<file path="config.mk">
export PLATFORM = sky130hd
export DESIGN_NAME = writeback_result_unit
export DESIGN_NICKNAME = d
export VERILOG_FILES = /design/src/rtl/writeback_result_unit_pkg.sv /design/src/rtl/writeback_result_unit_load_extend.sv /design/src/rtl/writeback_result_unit.sv
export SDC_FILE = /design/constraint.sdc
export NUM_CORES = 1
export LEC_CHECK = 0
export CAP_MARGIN = 0
export CORE_ASPECT_RATIO = 0.7
export CORE_MARGIN = 5
export CORE_UTILIZATION = 41
export DETAILED_ROUTE_END_ITERATION = 16
export PLACE_DENSITY = 0.77
export SLEW_MARGIN = 20
export SYNTH_ARGS = -nofsm -noshare
export SYNTH_HDL_FRONTEND = slang
export SYNTH_SLANG_ARGS = --single-unit
</file>
<file path="constraint.sdc">
create_clock -name Clk -period 1.7 [get_ports Clk]
set_input_delay 0.17 -clock Clk [delete_from_list [all_inputs] [get_ports Clk]]
set_output_delay 0.17 -clock Clk [all_outputs]
set_load 0.02 [all_outputs]
</file>
<file path="src/rtl/writeback_result_unit_pkg.sv">
// Shared encodings for the write-back stage: load sizes, FSM states and the
// alignment rule used when a load is accepted.
package writeback_result_unit_pkg;

   localparam logic [1:0] LS_BYTE = 2'b00;
   localparam logic [1:0] LS_HALF = 2'b01;
   localparam logic [1:0] LS_WORD = 2'b10;

   localparam logic [4:0] REG_ZERO = 5'd0;

   typedef enum logic [1:0] {
      ST_IDLE     = 2'd0,
      ST_WAIT_MEM = 2'd1,
      ST_WRITE    = 2'd2
   } wb_state_t;

   // Size 2'b11 is handled as a word, so it shares the word alignment rule.
   function automatic logic load_misaligned(input logic [1:0] size, input logic [1:0] offset);
      logic bad;
      bad = 1'b0;
      case (size)
         LS_BYTE: bad = 1'b0;
         LS_HALF: bad = offset[0];
         default: bad = (offset != 2'b00);
      endcase
      return bad;
   endfunction

endpackage

</file>
<file path="src/rtl/writeback_result_unit_load_extend.sv">
// Picks the addressed byte/half lane out of a little-endian word and sign- or
// zero-extends it to 32 bits.
module load_extend
   import writeback_result_unit_pkg::*;
(
   input  logic [31:0] word,
   input  logic [1:0]  offset,
   input  logic [1:0]  size,
   input  logic        zero_extend,
   output logic [31:0] result
);

   logic [7:0]  byte_lane;
   logic [15:0] half_lane;
   logic        byte_fill;
   logic        half_fill;

   always_comb begin
      byte_lane = word[7:0];
      case (offset)
         2'd0:    byte_lane = word[7:0];
         2'd1:    byte_lane = word[15:8];
         2'd2:    byte_lane = word[23:16];
         default: byte_lane = word[31:24];
      endcase
      half_lane = offset[1] ? word[31:16] : word[15:0];
      byte_fill = ~zero_extend & byte_lane[7];
      half_fill = ~zero_extend & half_lane[15];

      result = word;
      case (size)
         LS_BYTE: result = {{24{byte_fill}}, byte_lane};
         LS_HALF: result = {{16{half_fill}}, half_lane};
         default: result = word;
      endcase
   end

endmodule

</file>
<file path="src/rtl/writeback_result_unit.sv">
// Write-back stage: returns ALU results or extended memory loads to the
// register file, one instruction at a time, with alignment and timeout aborts.
module writeback_result_unit #(
   parameter int TIMEOUT_CYCLES = 16,
   parameter int CNT_W          = 5
) (
   input  logic        Clk,
   input  logic        Rst_n,
   input  logic        In_Valid,
   output logic        In_Ready,
   input  logic [31:0] ALU_Result,
   input  logic        RegWrite,
   input  logic        MemtoReg,
   input  logic [1:0]  Load_Size,
   input  logic        Load_Unsigned,
   input  logic [4:0]  Write_Reg,
   output logic        Mem_Req,
   output logic [31:0] Mem_Addr,
   input  logic        Mem_Ack,
   input  logic [31:0] Mem_RData,
   output logic        Reg_Write_En,
   output logic [4:0]  Reg_Write_Addr,
   output logic [31:0] Reg_Write_Data,
   output logic        Align_Err,
   output logic        Timeout_Err
);

   import writeback_result_unit_pkg::*;

   wb_state_t        state;
   wb_state_t        state_next;

   logic [CNT_W-1:0] wait_cnt;
   logic [CNT_W-1:0] cnt_inc;
   logic             timeout_hit;
   logic             load_bad;

   logic             take_alu;
   logic             take_load;
   logic             take_bad;
   logic             mem_done;
   logic             mem_abort;

   logic [31:0]      mem_addr_q;
   logic [1:0]       pend_off;
   logic [1:0]       pend_size;
   logic             pend_uns;
   logic             pend_we;
   logic [4:0]       pend_reg;

   logic             wr_en_q;
   logic [4:0]       wr_addr_q;
   logic [31:0]      wr_data_q;
   logic             align_err_q;
   logic             timeout_err_q;
   logic [31:0]      ext_data;

   load_extend u_load_extend (
      .word        (Mem_RData),
      .offset      (pend_off),
      .size        (pend_size),
      .zero_extend (pend_uns),
      .result      (ext_data)
   );

   // cnt_inc is the number of WAIT_MEM cycles including the current one.
   assign cnt_inc     = wait_cnt + CNT_W'(1);
   assign timeout_hit = (TIMEOUT_CYCLES != 0) && (cnt_inc == CNT_W'(TIMEOUT_CYCLES));
   assign load_bad    = load_misaligned(Load_Size, ALU_Result[1:0]);

   assign In_Ready       = (state == ST_IDLE) || (state == ST_WRITE);
   assign Mem_Req        = (state == ST_WAIT_MEM);
   assign Mem_Addr       = mem_addr_q;
   assign Reg_Write_En   = (state == ST_WRITE) && wr_en_q;
   assign Reg_Write_Addr = wr_addr_q;
   assign Reg_Write_Data = wr_data_q;
   assign Align_Err      = align_err_q;
   assign Timeout_Err    = timeout_err_q;

   always_ff @(posedge Clk) begin
      if (!Rst_n) begin
         state <= ST_IDLE;
      end else begin
         state <= state_next;
      end
   end

   always_comb begin
      state_next = state;
      take_alu   = 1'b0;
      take_load  = 1'b0;
      take_bad   = 1'b0;
      mem_done   = 1'b0;
      mem_abort  = 1'b0;
      case (state)
         ST_IDLE, ST_WRITE: begin
            state_next = ST_IDLE;
            if (In_Valid) begin
               if (!MemtoReg) begin
                  state_next = ST_WRITE;
                  take_alu   = 1'b1;
               end else if (load_bad) begin
                  take_bad = 1'b1;
               end else begin
                  state_next = ST_WAIT_MEM;
                  take_load  = 1'b1;
               end
            end
         end
         ST_WAIT_MEM: begin
            // An ack arriving on the timeout cycle still completes the load.
            if (Mem_Ack) begin
               state_next = ST_WRITE;
               mem_done   = 1'b1;
            end else if (timeout_hit) begin
               state_next = ST_IDLE;
               mem_abort  = 1'b1;
            end
         end
         default: state_next = ST_IDLE;
      endcase
   end

   always_ff @(posedge Clk) begin
      if (!Rst_n) begin
         wait_cnt      <= '0;
         mem_addr_q    <= '0;
         pend_off      <= '0;
         pend_size     <= '0;
         pend_uns      <= 1'b0;
         pend_we       <= 1'b0;
         pend_reg      <= '0;
         wr_en_q       <= 1'b0;
         wr_addr_q     <= '0;
         wr_data_q     <= '0;
         align_err_q   <= 1'b0;
         timeout_err_q <= 1'b0;
      end else begin
         align_err_q   <= take_bad;
         timeout_err_q <= mem_abort;
         wait_cnt      <= (state == ST_WAIT_MEM) ? cnt_inc : '0;

         if (take_load) begin
            mem_addr_q <= {ALU_Result[31:2], 2'b00};
            pend_off   <= ALU_Result[1:0];
            pend_size  <= Load_Size;
            pend_uns   <= Load_Unsigned;
            pend_we    <= RegWrite && (Write_Reg != REG_ZERO);
            pend_reg   <= Write_Reg;
         end

         // Write port registers only change when a new WRITE is entered.
         if (take_alu) begin
            wr_en_q   <= RegWrite && (Write_Reg != REG_ZERO);
            wr_addr_q <= Write_Reg;
            wr_data_q <= ALU_Result;
         end else if (mem_done) begin
            wr_en_q   <= pend_we;
            wr_addr_q <= pend_reg;
            wr_data_q <= ext_data;
         end
      end
   end

endmodule
</file>
==> results.md, run 1 <==
* IO Port Bufs at 149
* Core Box Area at 0.009834 sq mm
* Rows at 30
* Most used flip-flop cell after synthesis: dfxtp_1
* HP Class: primary input to register
* Worst path bufs/invs at 0
* Share of layout cells above drive strength 1 at 14.05%
* RR Endpoint: Reg_Write_Data[13]
* Pwr Total at 5.335 mW
* Synth top area share at 42.08%
* Placed insts at 780
* Setup CP Type: register to register
* GP Congestion at 0.8957
* CP Capture Type: register
* Worst-skew pair later-pin latency at 0.34 ns
* Final wirelength at 15.41 mm
* DR WL/cell at 19.34 um
* Crit path arrival time at 1.88 ns
* Synth area leader: dfxtp_1
* Largest net degree at the start of global routing at 54
* Total track usage at 24.79%
* Hold Path End: pend_uns
* Area growth, synth to finish at 54.93%
* Reg2Reg Launch Point: pend_off[1]
* FMAX at 603.0 MHz
* Die height at 94.55 um
* Yosys warning total at 0
* Reg area at 0.001767 sq mm
* Most common cell in the netlist: nand2_1
* Die area at 0.01236 sq mm
* Cts bufs inserted at 9
* Leakage at 2.340 nW
* Fin. max-slew vios at 0
* Tcrit/Tclk final at 97.55%
* RSZ-0062 raised after global routing: yes
* Worst R2R Setup Slack at 0.04 ns
* Pwr dens at 822.5 mW/mm^2
* Initial antenna violation count at 0
* DRT iter0 DRCs at 349
* Worst Min Path Start: Load_Unsigned
* Synthesis-stage register bit count at 88
* Max IR drop VDD at 0.0005645 V
* GRT overflow at 0
* Final #Nets at 744
* Vias per cell at 5.735
* Clock root cell: clkbuf_16
* CTS Buffer Depth at 2
* Vias in the first global route at 4,403
* CTS tree: done
* Filler instances at 820
* Via Count at 4,571
* MaxCap Viol Count at 0
* Final setup fails at 0
* Post-synthesis sequential area ratio at 42.08%
* Max reg flops at 32
* Multi-input gate area at 0.002257 sq mm
* Post-synth top cells: nand2_1 (98), dfxtp_1 (88), a21oi_1 (73)
* Finished Layout Cells at 797
* Number of I/O pins at 152
* Die Wd at 130.8 um
* Largest cells by area after synthesis: dfxtp_1 (42%), nand2_1 (8.8%), a21oi_1 (8.7%)
* First-pass GRT wire length at 23.95 mm
* Mean Syn Cell Area at 8.492 sq um
* Remaining DRCs at 0
* Synth async-reset ratio at 0%
* Final ANT Viol Nets at 0
* Crit-path leading delay family: compound AO/OA/AOI/OAI gates
* Worst Setup Start Kind: register
* Worst setup margin at 0.04166 ns
* WP data required at 1.92 ns
* DRT Pass-1 Iters at 5
* CTS H-tree lvls at 3
* Unique masters post-synth at 60
* Clock Skew at 0.004920 ns
* Endpoints failing hold at 0
* Critical-path cell list: mux4_2 -> a21o_4 -> a311oi_1 -> o31ai_1
* Clk sinks at 88
* Placement Setup Slack at -0.2861 ns
* Worst Hold Path Cells at 3
* Slowest cell on crit path: mux4_2
* Initial Util at 42.57%
* Minimum clock period at 1.658 ns
* Crit Path Max Fanout at 7
* Post-synth EDFFs at 0
* Max stage delay on crit path at 0.53 ns
* Depth of the most critical reg-to-reg path at 4
* Synthesized area at 0.004187 sq mm
* Final core occ at 65.95%
* Mapped Cells at 493
* Clock-pin slew on the worst setup and hold paths at 0.06 ns
* Diode count at 0
* DP HPWL at 11.65 mm
* Outcome: completed
## metrics by stage
stage / TNS [ns] / area [sq um] / hold WS, ns
2_1_floorplan: 0 / 4190 / 0.2467
3_3_place_gp: -4.783 / 6101 / 0.4418
3_5_place_dp: -6.736 / 6101 / 0.4463
4_1_cts: 0 / 6420 / 0.3841
5_1_grt: -0.05459 / 6486 / 0.4140
6_report: 0 / 6486 / 0.4015
## what timing repair did
item	in CTS	in global routing
gates cloned	0	0
setup endpoints to repair	11	27
gates resized for setup	5	15
pin swaps	0	2
hold endpoints to repair	0	0
setup buffers	0	1
hold buffers	0	0
## how the worst max path moves through the flow
| stage | cells past startpoint | from | end |
|---|---|---|---|
| floorplan | 5 | pend_off[1] | Reg_Write_Data[11] |
| global placement | 6 | Mem_RData[14] | Reg_Write_Data[6] |
| detailed placement | 5 | MemtoReg | Reg_Write_Data[22] |
| CTS | 6 | pend_size[0] | Reg_Write_Data[22] |
| finish | 4 | pend_off[1] | Reg_Write_Data[13] |
| global route | 4 | pend_off[1] | Reg_Write_Data[9] |
## logic make-up after synthesis
kind of cell / synth area share [%]
multiplexers: 1.494
AO/OA/AOI/OAI: 31.38
buffers and inverters: 5.559
AND/OR/NAND/NOR: 18.17
adder cells (fa/ha/maj): 0.5976
flip-flops: 42.08
other: 0.08957
XOR/XNOR: 0.6277
## metal layers
| metal | track usage (%) | share of wire, % |
|---|---|---|
| met1 | 33.97 | 44 |
| met2 | 36.84 | 43 |
| met3 | 8.592 | 11 |
| met4 | 7.449 | 2.2 |
| met5 | 0 | 0 |
## report_power, final
part / switching (mW) / internal [mW]
Sequential: 0.0619 / 2.15
Clock: 0.809 / 1.26
Combinational: 0.525 / 0.532
## cells in the final DEF, fill, tap and decap left out, drive strengths merged, types with 5 or more instances in the layout
master	synthesis	routed
nand2	98	98
clkbuf	23	12
a21oi	73	73
a21o	5	5
nand3	7	7
a22oi	9	9
nand2b	5	5
dfxtp	88	88
and3b	7	7
o31ai	7	7
buf	24	57
o21a	8	8
a22o	5	5
a21boi	7	7
clkdlybuf4s50	0	146
nor2	7	7
a221oi	37	37
nor2b	6	6
or3	6	6
a311oi	6	6
a211o	9	9
## worst reg2reg max path: stages (launching register included)
cell      delay, ns
dfxtp_2        0.37
mux4_2         0.54
a21o_4         0.27
a311oi_1       0.27
o31ai_1        0.10
## final cells by class
cell class / instances / area share (%)
Clock buffer: 12 / 4.109
Clock inverter: 4 / 0.7909
Inverter: 4 / 0.2315
Multi-Input combinational cell: 355 / 34.80
Sequential cell: 88 / 27.24
Tap cell: 128 / 2.469
Timing Repair Buffer: 206 / 30.36
(Power assumes the default switching activity.)
==> inputs of run 2 (changes only) <==
--- a/config.mk
+++ b/config.mk
@@ -11,6 +11,7 @@
 export CORE_UTILIZATION = 41
 export DETAILED_ROUTE_END_ITERATION = 16
 export PLACE_DENSITY = 0.77
+export RECOVER_POWER = 50
 export SLEW_MARGIN = 20
 export SYNTH_ARGS = -nofsm -noshare
 export SYNTH_HDL_FRONTEND = slang
==> run 2 against run 1 <==
Effect of this change:
- flip-flop and latch count stayed put
- utilization fell by 0.19 points
- clock power is essentially flat
- cell count unchanged
- non-clock buffer count stayed put
- die area stayed put
- first-iteration DRC count decreased by 14%
- clock skew is 0.00061 ns lower
- final area down 0.29%
- sequential power about the same
- combinational power about the same
- critical path type unchanged
- critical endpoint unchanged
==> results.md, run 2 (synthesized netlist as in run 1, its figures left out) <==
* Max stage delay on crit path at 0.54 ns
* Net Sw Power at 1.391 mW
* CTS H-tree lvls at 3
* Placement Setup Slack at -0.2861 ns
* Worst setup margin at 0.03132 ns
* FMAX at 599.3 MHz
* Number of I/O pins at 152
* Diode count at 0
* GRT overflow at 0
* WP data required at 1.92 ns
* Depth of the most critical reg-to-reg path at 4
* Commonest non-fill, non-tap cell in the layout: clkdlybuf4s50_1
* Crit Path Max Fanout at 7
* RSZ-0062 raised after global routing: yes
* Hold-fix buffers at CTS at 0
* HP Class: primary input to register
* Commonest non-fill, non-tap cells in the layout: clkdlybuf4s50_1 (104), nand2_1 (98), dfxtp_1 (84)
* Reg area at 0.001767 sq mm
* Total track usage at 24.79%
* Max reg flops at 32
* Pwr dens at 821.3 mW/mm^2
* Worst-skew pair later-pin latency at 0.34 ns
* Share of layout cells above drive strength 1 at 13.75%
* DRT iter0 DRCs at 301
* Slowest cell on crit path: mux4_2
* Max IR drop VDD at 0.0005623 V
* First-pass GRT wire length at 23.95 mm
* Clock Skew at 0.004309 ns
* GP Congestion at 0.8957
* Internal power at 3.921 mW
* Final wirelength at 15.39 mm
* Endpoints failing hold at 0
* Vias in the first global route at 4,403
* Die Wd at 130.8 um
* DP HPWL at 11.65 mm
* RR Endpoint: Reg_Write_Data[13]
* Setup CP Type: register to register
* CTS tree: done
* Leakage at 2.461 nW
* Clock power frac at 38.9%
* Clk sinks at 88
* MaxCap Viol Count at 0
* Remaining DRCs at 0
* Largest net degree at the start of global routing at 54
* Final ANT Viol Nets at 0
* Reg power frac at 41.6%
* Core Box Area at 0.009834 sq mm
* Crit path arrival time at 1.89 ns
* CP Capture Type: register
* Outcome: completed
* Rows at 30
* IO Port Bufs at 149
* Area growth, synth to finish at 54.48%
* Cts bufs inserted at 9
* Multi-input gate area at 0.002257 sq mm
* Clock root cell: clkbuf_16
* Minimum clock period at 1.669 ns
* Vias per cell at 5.723
* Combinational power share at 19.5%
* Final setup fails at 0
* Finished Layout Cells at 797
* Worst Hold Path Cells at 3
* Hold Path End: pend_uns
* Die height at 94.55 um
* Die area at 0.01236 sq mm
* CTS Buffer Depth at 2
* Initial antenna violation count at 0
* Filler instances at 825
* DRT Pass-1 Iters at 5
* Sw Ratio at 26.19%
* Final #Nets at 744
* Via Count at 4,561
* Tcrit/Tclk final at 98.16%
* DR WL/cell at 19.31 um
* Placed insts at 780
* Worst Setup Start Kind: register
* Clock-pin slew on the worst setup and hold paths at 0.06 ns
* Reg2Reg Launch Point: pend_off[1]
* Critical-path cell list: mux4_2 -> a21o_4 -> a311oi_1 -> o31ai_1
* Worst R2R Setup Slack at 0.03 ns
* Worst Min Path Start: Load_Unsigned
* Fin. max-slew vios at 0
* Initial Util at 42.57%
[run 2: metal layers]
metal / global-route usage [%] / wire [um]
met5: 0 / 0
met4: 7.449 / 350
met3: 8.592 / 1651
met2: 36.84 / 6575
met1: 33.97 / 6811
[run 2: how the worst max path moves through the flow]
stage,from,end,slack (ns),cells after the start
4_1_cts,pend_size[0],Reg_Write_Data[22],0.04,6
3_5_place_dp,MemtoReg,Reg_Write_Data[22],-0.29,5
5_1_grt,pend_off[1],Reg_Write_Data[9],-0.03,4
3_3_place_gp,Mem_RData[14],Reg_Write_Data[6],-0.21,6
6_report,pend_off[1],Reg_Write_Data[13],0.03,4
2_1_floorplan,pend_off[1],Reg_Write_Data[11],0.09,5
[run 2: repair_timing]
action,CTS,global route
setup buffers,0,1
gates resized for setup,5,15
pin swaps,0,2
endpoints found under the setup margin,11,27
[run 2: critical path, delay by kind of cell, from the launching register on]
| kind | cells | cell delay (ns) |
|---|---|---|
| flops | 1 | 0.37 |
| compound gates | 3 | 0.64 |
| mux | 1 | 0.54 |
[run 2: area by class of cell]
| class | count | area share [%] |
|---|---|---|
| repair buffers | 206 | 30.16 |
| inverters | 4 | 0.2322 |
| clock buffers | 12 | 4.121 |
| clock inverters | 4 | 0.7932 |
| flip-flops and latches | 88 | 27.32 |
| well taps | 128 | 2.476 |
| multi-input cells | 355 | 34.90 |
[run 2: power by group through the flow]
stage	sequential, mW	combinational, mW	clock, mW
after floorplan	2.33	0.377	0
after global placement	2.25	1.01	0
after detailed placement	2.25	1.02	0
after CTS	2.21	1.02	2.11
after global routing	2.22	1.11	2.20
final	2.21	1.04	2.07
[run 2: per-stage QoR]
stage | power [mW] | util (%) | setup TNS, ns | instance area (sq um) | hold WS [ns]
after floorplan | 2.704 | - | 0 | 4190 | 0.2467
after global placement | 3.256 | 62.04 | -4.783 | 6101 | 0.4418
after detailed placement | 3.273 | 62.04 | -6.736 | 6101 | 0.4463
after CTS | 5.339 | 65.28 | 0 | 6420 | 0.3841
after global routing | 5.530 | 65.76 | -0.05459 | 6467 | 0.4140
final | 5.312 | 65.76 | 0 | 6467 | 0.4013
==> inputs of run 3 (changes only) <==
--- a/config.mk
+++ b/config.mk
@@ -10,6 +10,8 @@
 export CORE_MARGIN = 5
 export CORE_UTILIZATION = 41
 export DETAILED_ROUTE_END_ITERATION = 16
+export GPL_TIMING_DRIVEN = 0
+export HOLD_SLACK_MARGIN = 0.08
 export PLACE_DENSITY = 0.77
 export RECOVER_POWER = 50
 export SLEW_MARGIN = 20
==> run 3 against run 2 <==
Effect of this change:
- the flow now finishes with violations (setup timing)
- worst hold slack got worse by 0.076 ns
- setup slack got worse by 0.061 ns
- global-route usage rose by 0.97 points
- via count rose by 0.66%
- critical endpoint is now Reg_Write_Data[10]
==> results.md, run 3 (synthesized netlist as in run 1, its figures left out) <==
* Outcome: finished with violations
* Failing checks: setup timing
* GP Congestion at 0.9075
* Combinational power share at 18.7%
* Worst Min Path Start: Rst_n
* Area growth, synth to finish at 51.05%
* GRT overflow at 0
* Hold-fix buffers at CTS at 0
* Crit Path Max Fanout at 7
* Reg2Reg Launch Point: pend_off[1]
* Number of I/O pins at 152
* WP data required at 1.92 ns
* Internal power at 3.996 mW
* Pwr Total at 5.404 mW
* Cts bufs inserted at 9
* Sw Ratio at 26.06%
* FMAX at 578.1 MHz
* DRT iter0 DRCs at 418
* MaxCap Viol Count at 0
* DP HPWL at 12.36 mm
* Setup CP Type: register to register
* Commonest non-fill, non-tap cell in the layout: nand2_1
* Reg power frac at 40.8%
* Clock-pin slew on the worst setup and hold paths at 0.06 ns
* CTS Buffer Depth at 2
* Worst slew pin tran at 0.5891 ns
* Depth of the most critical reg-to-reg path at 5
* Largest net degree at the start of global routing at 15
* RSZ-0062 raised after global routing: yes
* Final ANT Viol Nets at 0
* Endpoints failing hold at 0
* Minimum clock period at 1.730 ns
* IO Port Bufs at 148
* First-pass GRT wire length at 24.68 mm
* DR WL/cell at 20.15 um
* DRT Pass-1 Iters at 5
* Total track usage at 25.76%
* RR Endpoint: Reg_Write_Data[10]
* Diode count at 0
* Net Sw Power at 1.408 mW
* HP Class: primary input to register
* Initial Util at 42.57%
* Fin. max-slew vios at 0
* Worst hold slack at 0.3250 ns
* Max IR drop VDD at 0.0006132 V
* Clock Skew at 0.006821 ns
* Die Wd at 130.8 um
* Final #Nets at 738
* Leakage at 2.443 nW
* Final core occ at 64.30%
* Via Count at 4,591
* Final setup fails at 2
* Commonest non-fill, non-tap cells in the layout: nand2_1 (98), clkdlybuf4s50_1 (90), dfxtp_1 (85)
* Worst setup margin at -0.02974 ns
* Crit path arrival time at 1.95 ns
* CTS tree: done
* Slew headroom at 60.73%
* Worst-skew pair later-pin latency at 0.34 ns
* Clk sinks at 88
* CTS H-tree lvls at 3
* Initial antenna violation count at 0
* Hold Path End: wait_cnt[0]
* Clock power frac at 40.5%
* Max reg flops at 32
* Clock root cell: clkbuf_16
* Worst R2R Setup Slack at -0.03 ns
* Die area at 0.01236 sq mm
* CP Capture Type: register
* Vias in the first global route at 4,370
* Worst Hold Path Cells at 3
* Remaining DRCs at 0
* Worst Setup Start Kind: register
* Share of layout cells above drive strength 1 at 12.07%
* Finished Layout Cells at 791
* Tcrit/Tclk final at 101.7%
* Placed insts at 770
* Vias per cell at 5.804
* Final wirelength at 15.94 mm
* Pwr dens at 854.5 mW/mm^2
* Rows at 30
* Die height at 94.55 um
* Core Box Area at 0.009834 sq mm
## run 3: area by class of cell
class | count | area (sq um)
tap | 128 | 160.2
timing repair buffer | 155 | 1538
clock buffer | 12 | 256.5
clock inverter | 4 | 76.32
sequential | 88 | 1768
inverter | 4 | 15.01
fill | 837 | 3511
buffer | 45 | 247.7
multi-input combinational | 355 | 2262
## run 3: layer usage
layer | vias to the layer above | part of all wire, % | GRT usage [%]
met4 | 0 | 1.4 | 6.336
li1 | 2156 | - | -
met2 | 238 | 44 | 39.56
met3 | 24 | 10 | 5.936
met5 | - | 0 | 0
met1 | 2173 | 44 | 36.62
## run 3: repair_timing
item | CTS | global route
buffers inserted | 6 | 1
endpoints found under the setup margin | 71 | 72
gates resized for setup | 25 | 40
pin swaps | 6 | 4
## run 3: critical path: stages, from the launching register on
cell,delay [ns]
dfxtp_4,0.38
mux4_2,0.52
a21o_4,0.26
buf_6,0.12
a311oi_2,0.23
o31ai_1,0.09
## run 3: per-stage QoR
stage | setup slack [ns] | area (sq um) | setup TNS (ns)
3_5_place_dp | -0.4445 | 5832 | -26.28
3_3_place_gp | -0.4549 | 5832 | -23.47
2_1_floorplan | 0.08780 | 4190 | 0
5_1_grt | -0.07375 | 6324 | -0.9310
6_report | -0.02974 | 6324 | -0.04208
4_1_cts | -0.06051 | 6266 | -0.1957
## run 3: worst max path at each step
stage                        startpoint                 end  slack, ns
final                       pend_off[1]  Reg_Write_Data[10]      -0.03
after global routing        pend_off[1]  Reg_Write_Data[14]      -0.07
after CTS                   pend_off[1]  Reg_Write_Data[10]      -0.06
after detailed placement  Mem_RData[31]  Reg_Write_Data[11]      -0.44
after global placement    Mem_RData[31]  Reg_Write_Data[11]      -0.45
after floorplan             pend_off[1]  Reg_Write_Data[11]       0.09
## run 3: power groups by stage
stage	clock network [mW]	registers [mW]	logic (mW)
after CTS	2.21	2.21	1.01
after floorplan	0	2.33	0.377
after detailed placement	0	2.25	0.967
final	2.19	2.20	1.01
after global routing	2.32	2.21	1.08
after global placement	0	2.25	0.957
